### src/rtl/fir_seq_ctrl.sv
// Sequencer between coefficient/sample streams and a PCPI FIR accelerator.
// It loads N*K coefficients through LOADH, then issues one CALCULATE per sample.
module fir_seq_ctrl #(
    parameter int unsigned N       = 8,
    parameter int unsigned K       = 256,
    parameter int unsigned TIMEOUT = 15
) (
    input  logic        clk,
    input  logic        resetn,
    input  logic        cfg_start,
    input  logic        run_en,
    input  logic        coef_valid,
    output logic        coef_ready,
    input  logic [31:0] coef_data,
    input  logic        smp_valid,
    output logic        smp_ready,
    input  logic [31:0] smp_rs1,
    input  logic [31:0] smp_rs2,
    output logic        out_valid,
    input  logic        out_ready,
    output logic [31:0] out_data,
    output logic        pcpi_valid,
    output logic [31:0] pcpi_insn,
    output logic [31:0] pcpi_rs1,
    output logic [31:0] pcpi_rs2,
    input  logic        pcpi_ready,
    input  logic        pcpi_wr,
    input  logic [31:0] pcpi_rd,
    output logic        coef_loaded,
    output logic        err
);

    localparam int unsigned AS_W = (N > 16) ? $clog2(N) : 4;
    localparam int unsigned K_W  = (K > 1) ? $clog2(K) : 1;
    localparam int unsigned TO_W = (TIMEOUT > 1) ? $clog2(TIMEOUT + 1) : 1;

    localparam logic [31:0] INSN_LOADH = 32'h0000_3027;
    localparam logic [31:0] INSN_CALC  = 32'h0000_2027;

    typedef enum logic [2:0] {
        S_IDLE,
        S_LOAD,
        S_CMD,
        S_GAP,
        S_ERR
    } state_t;

    state_t            state_q, state_d;
    logic [AS_W-1:0]   as_idx_q, as_idx_d;
    logic [K_W-1:0]    k_idx_q, k_idx_d;
    logic [TO_W-1:0]   to_cnt_q, to_cnt_d;
    logic              loading_q, loading_d;
    logic              last_q, last_d;
    logic              coef_loaded_q, coef_loaded_d;
    logic              out_valid_q, out_valid_d;
    logic [31:0]       out_data_q, out_data_d;
    logic [31:0]       insn_q, insn_d;
    logic [31:0]       rs1_q, rs1_d;
    logic [31:0]       rs2_q, rs2_d;
    logic              pcpi_valid_q, pcpi_valid_d;
    logic              err_q, err_d;
    logic              coef_ready_c;
    logic              smp_ready_c;

    always_ff @(posedge clk) begin
        if (resetn) begin
            state_q       <= S_IDLE;
            as_idx_q      <= '0;
            k_idx_q       <= '0;
            to_cnt_q      <= '0;
            loading_q     <= 1'b0;
            last_q        <= 1'b0;
            coef_loaded_q <= 1'b0;
            out_valid_q   <= 1'b0;
            out_data_q    <= '0;
            insn_q        <= '0;
            rs1_q         <= '0;
            rs2_q         <= '0;
            pcpi_valid_q  <= 1'b0;
            err_q         <= 1'b0;
        end else begin
            state_q       <= state_d;
            as_idx_q      <= as_idx_d;
            k_idx_q       <= k_idx_d;
            to_cnt_q      <= to_cnt_d;
            loading_q     <= loading_d;
            last_q        <= last_d;
            coef_loaded_q <= coef_loaded_d;
            out_valid_q   <= out_valid_d;
            out_data_q    <= out_data_d;
            insn_q        <= insn_d;
            rs1_q         <= rs1_d;
            rs2_q         <= rs2_d;
            pcpi_valid_q  <= pcpi_valid_d;
            err_q         <= err_d;
        end
    end

    always_comb begin
        state_d       = state_q;
        as_idx_d      = as_idx_q;
        k_idx_d       = k_idx_q;
        to_cnt_d      = to_cnt_q;
        loading_d     = loading_q;
        last_d        = last_q;
        coef_loaded_d = coef_loaded_q;
        out_valid_d   = out_valid_q;
        out_data_d    = out_data_q;
        insn_d        = insn_q;
        rs1_d         = rs1_q;
        rs2_d         = rs2_q;

        coef_ready_c  = (state_q == S_LOAD);
        // A pending cfg_start blocks sample acceptance in the same cycle.
        smp_ready_c   = (state_q == S_IDLE) && !cfg_start && coef_loaded_q
                        && run_en && !out_valid_q;

        if (out_valid_q && out_ready) begin
            out_valid_d = 1'b0;
        end

        case (state_q)
            S_IDLE: begin
                if (cfg_start) begin
                    state_d       = S_LOAD;
                    as_idx_d      = '0;
                    k_idx_d       = '0;
                    loading_d     = 1'b1;
                    last_d        = 1'b0;
                    coef_loaded_d = 1'b0;
                end else if (smp_valid && smp_ready_c) begin
                    rs1_d    = smp_rs1;
                    rs2_d    = smp_rs2;
                    insn_d   = INSN_CALC;
                    to_cnt_d = '0;
                    state_d  = S_CMD;
                end
            end
            S_LOAD: begin
                if (coef_valid) begin
                    rs1_d    = coef_data;
                    rs2_d    = 32'(as_idx_q[3:0]);
                    insn_d   = INSN_LOADH;
                    to_cnt_d = '0;
                    state_d  = S_CMD;
                end
            end
            S_CMD: begin
                if (pcpi_ready) begin
                    if (insn_q == INSN_CALC) begin
                        if (pcpi_wr) begin
                            out_data_d  = pcpi_rd;
                            out_valid_d = 1'b1;
                            state_d     = S_GAP;
                        end else begin
                            state_d = S_ERR;
                        end
                    end else begin
                        last_d = (as_idx_q == AS_W'(N - 1)) && (k_idx_q == K_W'(K - 1));
                        if (k_idx_q == K_W'(K - 1)) begin
                            k_idx_d  = '0;
                            as_idx_d = (as_idx_q == AS_W'(N - 1)) ? '0 : as_idx_q + AS_W'(1);
                        end else begin
                            k_idx_d = k_idx_q + K_W'(1);
                        end
                        state_d = S_GAP;
                    end
                end else if (to_cnt_q == TO_W'(TIMEOUT - 1)) begin
                    state_d = S_ERR;
                end else begin
                    to_cnt_d = to_cnt_q + TO_W'(1);
                end
            end
            S_GAP: begin
                if (loading_q && last_q) begin
                    coef_loaded_d = 1'b1;
                    loading_d     = 1'b0;
                    state_d       = S_IDLE;
                end else if (loading_q) begin
                    state_d = S_LOAD;
                end else begin
                    state_d = S_IDLE;
                end
            end
            S_ERR: begin
                state_d = S_ERR;
            end
            default: begin
                state_d = S_ERR;
            end
        endcase

        // Command strobe and error flag are registered decodes of the next state.
        pcpi_valid_d = (state_d == S_CMD);
        err_d        = (state_d == S_ERR);
    end

    assign coef_ready  = coef_ready_c;
    assign smp_ready   = smp_ready_c;
    assign out_valid   = out_valid_q;
    assign out_data    = out_data_q;
    assign pcpi_valid  = pcpi_valid_q;
    assign pcpi_insn   = insn_q;
    assign pcpi_rs1    = rs1_q;
    assign pcpi_rs2    = rs2_q;
    assign coef_loaded = coef_loaded_q;
    assign err         = err_q;

endmodule

### config.mk
export PLATFORM = sky130hd
export DESIGN_NAME = fir_seq_ctrl
export DESIGN_NICKNAME = d
export VERILOG_FILES = /design/src/rtl/fir_seq_ctrl.sv
export SDC_FILE = /design/constraint.sdc
export NUM_CORES = 1
export LEC_CHECK = 0
export ABC_CLOCK_PERIOD_IN_PS = 2200
export BUFFER_PORTS_ARGS = -buffer_cell sky130_fd_sc_hd__buf_2
export CAP_MARGIN = 5
export CELL_PAD_IN_SITES_DETAIL_PLACEMENT = 1
export CELL_PAD_IN_SITES_GLOBAL_PLACEMENT = 1
export CORE_UTILIZATION = 32
export DETAILED_ROUTE_END_ITERATION = 8
export PLACE_DENSITY = 0.92
export SKIP_LAST_GASP = 1
export SLEW_MARGIN = 10
export SYNTH_ARGS = -nofsm -noshare
export SYNTH_HDL_FRONTEND = slang
export SYNTH_SLANG_ARGS = --single-unit
### constraint.sdc
create_clock -name clk -period 2.2 [get_ports clk]
set_clock_uncertainty 0.1 [all_clocks]
set_input_delay 0.44 -clock clk [delete_from_list [all_inputs] [get_ports clk]]
set_output_delay 0.44 -clock clk [all_outputs]
set_load 0.005 [all_outputs]
==> results of run 1 <==
[registers in the layout, summed over array words and instances (netlist names), 2 cells and up]
| name | count |
|---|---|
| out_data | 32 |
| k_idx_q | 8 |
| as_idx_q | 4 |
| state_q | 3 |
| pcpi_rs1 | 32 |
| to_cnt_q | 4 |
| pcpi_rs2 | 32 |
| pcpi_insn | 2 |
[layout by cell type, fill, tap and decap left out, types with 3 or more instances in the layout]
cell type	instances
sky130_fd_sc_hd__a211oi_1	3
sky130_fd_sc_hd__a21oi_1	107
sky130_fd_sc_hd__a311oi_1	36
sky130_fd_sc_hd__a31oi_1	3
sky130_fd_sc_hd__buf_12	4
sky130_fd_sc_hd__buf_2	243
sky130_fd_sc_hd__buf_4	19
sky130_fd_sc_hd__clkbuf_16	17
sky130_fd_sc_hd__clkinv_4	6
sky130_fd_sc_hd__clkinvlp_4	4
sky130_fd_sc_hd__conb_1	26
sky130_fd_sc_hd__dfxtp_1	122
sky130_fd_sc_hd__ha_1	4
sky130_fd_sc_hd__inv_1	9
sky130_fd_sc_hd__inv_6	3
sky130_fd_sc_hd__nand2_1	144
sky130_fd_sc_hd__nand3_1	9
sky130_fd_sc_hd__nand4_1	32
sky130_fd_sc_hd__nor2_1	10
sky130_fd_sc_hd__nor3_1	9
sky130_fd_sc_hd__o21ai_0	36
sky130_fd_sc_hd__or3_1	4
sky130_fd_sc_hd__xor2_1	3
[area by class of cell]
cell class	count	area, µm²	area share, %
well taps	220	275	3.77
repair buffers	266	1440	19.7
clock inverters	15	144	1.97
flip-flops and latches	123	2460	33.8
inverters	10	37.5	0.514
clock buffers	17	425	5.83
multi-input cells	467	2510	34.5
[kinds of logic after synthesis]
kind of cell | count (synthesis) | share of synthesized area (%)
multiplexers | 2 | 0.373
other | 1 | 0.0698
AND/OR/NAND/NOR | 231 | 19.7
AO/OA/AOI/OAI | 199 | 22.6
adder cells (fa/ha/maj) | 4 | 0.932
buffers and inverters | 99 | 9.67
flip-flops | 123 | 45.8
XOR/XNOR | 5 | 0.815
[metal layers]
layer	part of all wire, %	global-route usage, %	vias up	wire length, µm
met2	49	36.4	222	8890
li1	-	-	2751	-
met1	43	24.5	2732	7810
met4	1.6	8.33	0	281
met5	0	0	-	0
met3	6.2	5.44	18	1130
[stage by stage]
step | power [W] | setup slack (ns) | util (%) | TNS (ns) | std cells
2_1_floorplan | 0.00279 | 0.368 | - | 0 | 689
3_3_place_gp | 0.00308 | 0.154 | 40.9 | 0 | 1086
3_5_place_dp | 0.00310 | -0.0323 | 40.9 | -0.0323 | 1086
4_1_cts | 0.00578 | 0.0377 | 44.3 | 0 | 1118
5_1_grt | 0.00594 | 0.0193 | 44.3 | 0 | 1118
6_report | 0.00571 | 0.132 | 44.3 | 0 | 1118
[where the power goes]
group          internal (W)  total, W  switching, W
clock               0.00157   0.00266       0.00109
combinational      0.000288  0.000692      0.000405
sequential          0.00231   0.00236     0.0000475
total               0.00417   0.00571       0.00154
[synth_stat cells (2+ instances only)]
cell | count | area share, %
sky130_fd_sc_hd__a21oi_1 | 107 | 10
sky130_fd_sc_hd__buf_4 | 31 | 4.3
sky130_fd_sc_hd__nand2b_1 | 2 | 0.23
sky130_fd_sc_hd__buf_6 | 3 | 0.63
sky130_fd_sc_hd__nor3_1 | 9 | 0.84
sky130_fd_sc_hd__a31oi_1 | 3 | 0.35
sky130_fd_sc_hd__nand4_1 | 32 | 3.7
sky130_fd_sc_hd__mux2i_1 | 2 | 0.37
sky130_fd_sc_hd__buf_2 | 7 | 0.65
sky130_fd_sc_hd__a211oi_1 | 3 | 0.42
sky130_fd_sc_hd__inv_1 | 9 | 0.63
sky130_fd_sc_hd__a311oi_1 | 36 | 5.9
sky130_fd_sc_hd__ha_1 | 4 | 0.93
sky130_fd_sc_hd__nor4b_1 | 2 | 0.33
sky130_fd_sc_hd__or3_1 | 4 | 0.47
sky130_fd_sc_hd__xnor2_1 | 2 | 0.33
sky130_fd_sc_hd__nand2_1 | 145 | 10
sky130_fd_sc_hd__nor2b_1 | 2 | 0.23
sky130_fd_sc_hd__o21ai_0 | 36 | 3.4
sky130_fd_sc_hd__o21ba_2 | 2 | 0.37
sky130_fd_sc_hd__buf_1 | 5 | 0.35
sky130_fd_sc_hd__xor2_1 | 3 | 0.49
sky130_fd_sc_hd__clkbuf_1 | 43 | 3.0
sky130_fd_sc_hd__dfxtp_1 | 123 | 46
sky130_fd_sc_hd__nor2_1 | 12 | 0.84
sky130_fd_sc_hd__nand3_1 | 9 | 0.84
sky130_fd_sc_hd__or2_2 | 2 | 0.23
[path summary, 6_finish.rpt]
| check | start | end | slack (ns) | cells after the start |
|---|---|---|---|---|
| worst max-delay path | state_q[2] | coef_ready | 0.13 | 5 |
| worst min-delay path | pcpi_rd[14] | out_data[14] | 0.17 | 3 |
| worst max register to register | out_valid | pcpi_rs1[21] | 0.21 | 5 |
| worst min register to register | out_data[29] | out_data[29] | 0.35 | 2 |
[worst register-to-register path: cells and delay by family, from the launching register on]
kind / cells / cell delay, ns
AOI/OAI and AO/OA: 3 / 0.74
buffers and inverters: 1 / 0.37
DFF: 1 / 0.35
and+or+nand+nor: 1 / 0.32
==> flow_metrics.env, run 1 <==
export IMPL_cts_hold_buffers=0
export IMPL_detail_route_iter0_violations=194
export IMPL_tritoncts_num_buffers=17
export IMPL_final_hold_worst_slack_ns=0.171
export IMPL_synth_edff_count=0
export IMPL_grt_usage_pct=21.0
export IMPL_critPathMaxStageDelay_ns=0.31
export IMPL_timing_max_cap_violations=0
export IMPL_core_area_um2=16500
export IMPL_routed_wire_length_per_instance_um=16.2
export IMPL_seq_area_frac_synth_pct=45.8
export IMPL_die_height_um=132
export IMPL_clk_insertion_delay_late_ns=0.40
export IMPL_timing_critical_path_cells="buf_4 > nor2_4 > nand2_2 > inv_2 > buf_2"
export IMPL_path_buf_inv=3
export IMPL_gp_congestion=0.774
export IMPL_die_area_um2=17300
export IMPL_cts_htree_levels=4
export IMPL_synth_main_ff_cell="sky130_fd_sc_hd__dfxtp_1"
export IMPL_dieWidth_um=132
export IMPL_port_buffers=244
export IMPL_route_vias_total=5723
export IMPL_drc_errors=0
export IMPL_cpMaxStageDelayCell="sky130_fd_sc_hd__dfxtp_1"
export IMPL_grt_pass1_vias=5835
export IMPL_antenna_violations_before_repair=0
export IMPL_worst_setup_path_type="register to output port"
export IMPL_detailedRoute_firstPassIterationCount=4
export IMPL_synthDistinctLibCells=53
export IMPL_dpl_instance_area_um2=6730
export IMPL_post_cts_setup_buffer_count=0
export IMPL_globalRoute_totalOverflow=0
export IMPL_grt_setup_unrepaired="false"
export IMPL_netlist_instances=664
export IMPL_asyncSetResetFlopFracSynth_pct=0
export IMPL_nNetsFinal=1026
export IMPL_grt_max_degree=68
export IMPL_power_density_nw_per_um2=782
export IMPL_final_layout_size_suffix_gt1_share_pct=34.6
export IMPL_cp_arrival_ns=1.53
export IMPL_cts_reportedPaths_clkPinSlew_ns=0.06
export IMPL_top_level_ports=271
export IMPL_synth_area_per_cell_um2=8.09
export IMPL_final_hold_viol_count=0
export IMPL_ant_nets=0
export IMPL_post_cts_sizing=0
export IMPL_floorplan_initialDensity_pct=32.6
export IMPL_yosysWarnings=0
export IMPL_sum_of_routed_wire_length_over_all_layers_mm=18.1
export IMPL_finalSetupViolCount=0
export IMPL_outcome="completed"
export IMPL_numClockSinks=123
export IMPL_layout_filler_cells=2049
export IMPL_num_rows=47
export IMPL_stdcell_area_um2=7300
export IMPL_root_buffer="sky130_fd_sc_hd__clkbuf_16"
export IMPL_yosys_register_bits=123
export IMPL_slew_headroom_pct=52.5
export IMPL_dp_hpwl_mm=13.1
export IMPL_cp_end_kind="output port"
export IMPL_fmaxAchievable_mhz=484
export IMPL_area_added_between_synthesis_and_finish_pct=35.9
export IMPL_holdCritPathClass="primary input to register"
export IMPL_synth_area_um2=5370
export IMPL_leakage_nw=3.17
export IMPL_post_route_period_util_pct=94.0
export IMPL_post_drt_via_cell_ratio=5.12
export IMPL_clockBufferDepth=2
export IMPL_grt_first_pass_wirelength_mm=29.0
export IMPL_critical_path_top_delay_family="buffers and inverters"
export IMPL_period_minus_slack_ns=2.07
export IMPL_cts_tree="done"
export IMPL_required_ns=1.66
export IMPL_max_vdd_ir_drop_v=0.000520
export IMPL_timing_max_transition_violations_final=0
export IMPL_antenna_cells_inserted=0
export IMPL_timing_critical_path_fanout_max=9
export IMPL_worstMarginPinSlew_ns=0.712
export IMPL_setup_worst_path_start_class="register"
Power figures use the tool's default switching activity.
==> run 2: changes to the inputs <==
--- a/config.mk
+++ b/config.mk
@@ -5,14 +5,15 @@
 export SDC_FILE = /design/constraint.sdc
 export NUM_CORES = 1
 export LEC_CHECK = 0
-export ABC_CLOCK_PERIOD_IN_PS = 2200
 export BUFFER_PORTS_ARGS = -buffer_cell sky130_fd_sc_hd__buf_2
 export CAP_MARGIN = 5
 export CELL_PAD_IN_SITES_DETAIL_PLACEMENT = 1
 export CELL_PAD_IN_SITES_GLOBAL_PLACEMENT = 1
 export CORE_UTILIZATION = 32
 export DETAILED_ROUTE_END_ITERATION = 8
+export GPL_TIMING_DRIVEN = 0
 export PLACE_DENSITY = 0.92
+export RECOVER_POWER = 50
 export SKIP_LAST_GASP = 1
 export SLEW_MARGIN = 10
 export SYNTH_ARGS = -nofsm -noshare
==> flow_metrics.env, run 2 (same netlist as run 1, synthesis figures left out) <==
export IMPL_outcome="completed"
export IMPL_routed_wire_length_per_instance_um=17.2
export IMPL_die_area_um2=17300
export IMPL_worstMarginPinSlew_ns=0.649
export IMPL_critical_path_top_delay_family="buffers and inverters"
export IMPL_core_area_um2=16500
export IMPL_gp_congestion=0.809
export IMPL_max_vdd_ir_drop_v=0.000583
export IMPL_required_ns=1.66
export IMPL_highest_layer="met5"
export IMPL_post_route_period_util_pct=96.4
export IMPL_stdcell_area_um2=7620
export IMPL_top_level_ports=271
export IMPL_final_hold_viol_count=0
export IMPL_root_buffer="sky130_fd_sc_hd__clkbuf_16"
export IMPL_die_height_um=132
export IMPL_clk_insertion_delay_late_ns=0.42
export IMPL_timing_max_cap_violations=0
export IMPL_antenna_violations_before_repair=1
export IMPL_post_drt_via_cell_ratio=5.08
export IMPL_timing_critical_path_fanout_max=9
export IMPL_post_layout_total_power_w=0.00606
export IMPL_cp_end_kind="output port"
export IMPL_grt_first_pass_wirelength_mm=32.1
export IMPL_slew_headroom_pct=56.7
export IMPL_drc_errors=0
export IMPL_cpMaxStageDelayCell="sky130_fd_sc_hd__dfxtp_1"
export IMPL_most_common_library_cell_in_the_layout_ignoring_fill_and_taps="sky130_fd_sc_hd__buf_2"
export IMPL_cp_arrival_ns=1.58
export IMPL_numClockSinks=123
export IMPL_cts_hold_buffers=0
export IMPL_grt_usage_pct=23.4
export IMPL_timing_critical_path_cells="buf_6 > or2_1 > buf_6 > nor3_2 > buf_2"
export IMPL_sum_of_routed_wire_length_over_all_layers_mm=20.4
export IMPL_route_vias_total=6040
export IMPL_floorplan_initialDensity_pct=32.6
export IMPL_area_added_between_synthesis_and_finish_pct=41.9
export IMPL_cts_tree="done"
export IMPL_power_density_nw_per_um2=795
export IMPL_final_hold_worst_slack_ns=0.155
export IMPL_port_buffers=243
export IMPL_critPathMaxStageDelay_ns=0.31
export IMPL_grt_pass1_vias=6201
export IMPL_clockBufferDepth=2
export IMPL_nNetsFinal=1096
export IMPL_tritoncts_num_buffers=17
export IMPL_finalSetupViolCount=0
export IMPL_dpl_instance_area_um2=6960
export IMPL_worst_setup_path_type="register to output port"
export IMPL_path_buf_inv=3
export IMPL_grt_setup_unrepaired="true"
export IMPL_dp_hpwl_mm=15.1
export IMPL_ant_nets=0
export IMPL_period_minus_slack_ns=2.12
export IMPL_detail_route_iter0_violations=220
export IMPL_cts_htree_levels=4
export IMPL_grt_max_degree=17
export IMPL_leakage_nw=3.17
export IMPL_antenna_cells_inserted=0
export IMPL_detailroute_wirelength_met3_mm=1.34
export IMPL_num_rows=47
export IMPL_globalRoute_totalOverflow=0
export IMPL_cts_reportedPaths_clkPinSlew_ns=0.06
export IMPL_timing_max_transition_violations_final=0
export IMPL_met2RoutedLength_mm=10.2
export IMPL_fmaxAchievable_mhz=472
export IMPL_dieWidth_um=132
export IMPL_critical_path_top_cell_by_count="sky130_fd_sc_hd__buf_6"
export IMPL_final_setup_tns_ns=0
export IMPL_setup_worst_path_start_class="register"
export IMPL_layout_filler_cells=2122
export IMPL_layout_common_cells="sky130_fd_sc_hd__buf_2 (187), sky130_fd_sc_hd__nand2_1 (145), sky130_fd_sc_hd__dfxtp_1 (123)"
export IMPL_detailedRoute_firstPassIterationCount=4
export IMPL_final_layout_size_suffix_gt1_share_pct=30.1
export IMPL_met1Wirelength_mm=8.56
export IMPL_holdCritPathClass="primary input to register"
==> run 2: cell types whose count changed in the layout (fill, tap and decap cells not counted), moves of 3 or more <==
cell,before,now
sky130_fd_sc_hd__clkbuf_2,0,16
sky130_fd_sc_hd__buf_6,0,4
sky130_fd_sc_hd__buf_1,0,3
sky130_fd_sc_hd__buf_2,243,187
sky130_fd_sc_hd__clkbuf_1,0,88
sky130_fd_sc_hd__clkbuf_4,0,5
sky130_fd_sc_hd__buf_4,19,33
sky130_fd_sc_hd__buf_12,4,0
sky130_fd_sc_hd__inv_6,3,6
==> run 2: area by class of cell <==
class                           count  area (µm²)  share of cell area [%]
Multi-Input combinational cell    467        2540                    33.3
Sequential cell                   123        2460                    32.3
Timing Repair Buffer              248        1180                    15.4
Buffer                             88         510                    6.70
Clock buffer                       17         425                    5.58
Tap cell                          220         275                    3.61
Clock inverter                     15         189                    2.48
Inverter                           10        42.5                   0.558
==> run 2: what timing repair did <==
item | CTS | global route
hold endpoints to repair | 0 | 0
resized for setup | 19 | 26
pin swaps | 1 | 2
endpoints found under the setup margin | 78 | 78
setup buffers | 1 | 4
==> run 2: report_power, final <==
part	internal, W	switching (W)
Combinational	0.000320	0.000453
Sequential	0.00231	0.0000462
Clock	0.00180	0.00113
==> run 2: routing by layer <==
metal	global-route usage (%)	up-vias
li1	-	2884
met5	0	-
met3	6.17	26
met1	27.0	2888
met4	7.17	2
met2	42.0	240
==> run 2: tightest hold or removal path: cells and delay by family <==
kind,cells,cell delay [ns]
AOI/OAI and AO/OA,1,0.05
buffers and inverters,1,0.09
and+or+nand+nor,1,0.04
==> run 2: final timing paths <==
kind / from / end / slack, ns / cells past startpoint
max reg2reg: out_valid / pcpi_rs2[31] / 0.09 / 6
min: pcpi_rd[16] / out_data[16] / 0.15 / 3
max: state_q[2] / smp_ready / 0.08 / 5
min reg2reg: out_data[29] / out_data[29] / 0.35 / 2
==> run 2: per-stage QoR <==
| stage | utilization [%] | setup slack, ns | cells |
|---|---|---|---|
| floorplan | - | 0.368 | 689 |
| detailed placement | 42.2 | -0.480 | 1152 |
| CTS | 46.3 | -0.117 | 1185 |
| finish | 46.3 | 0.0795 | 1188 |
| global placement | 42.2 | -0.425 | 1152 |
| global route | 46.3 | -0.0210 | 1188 |
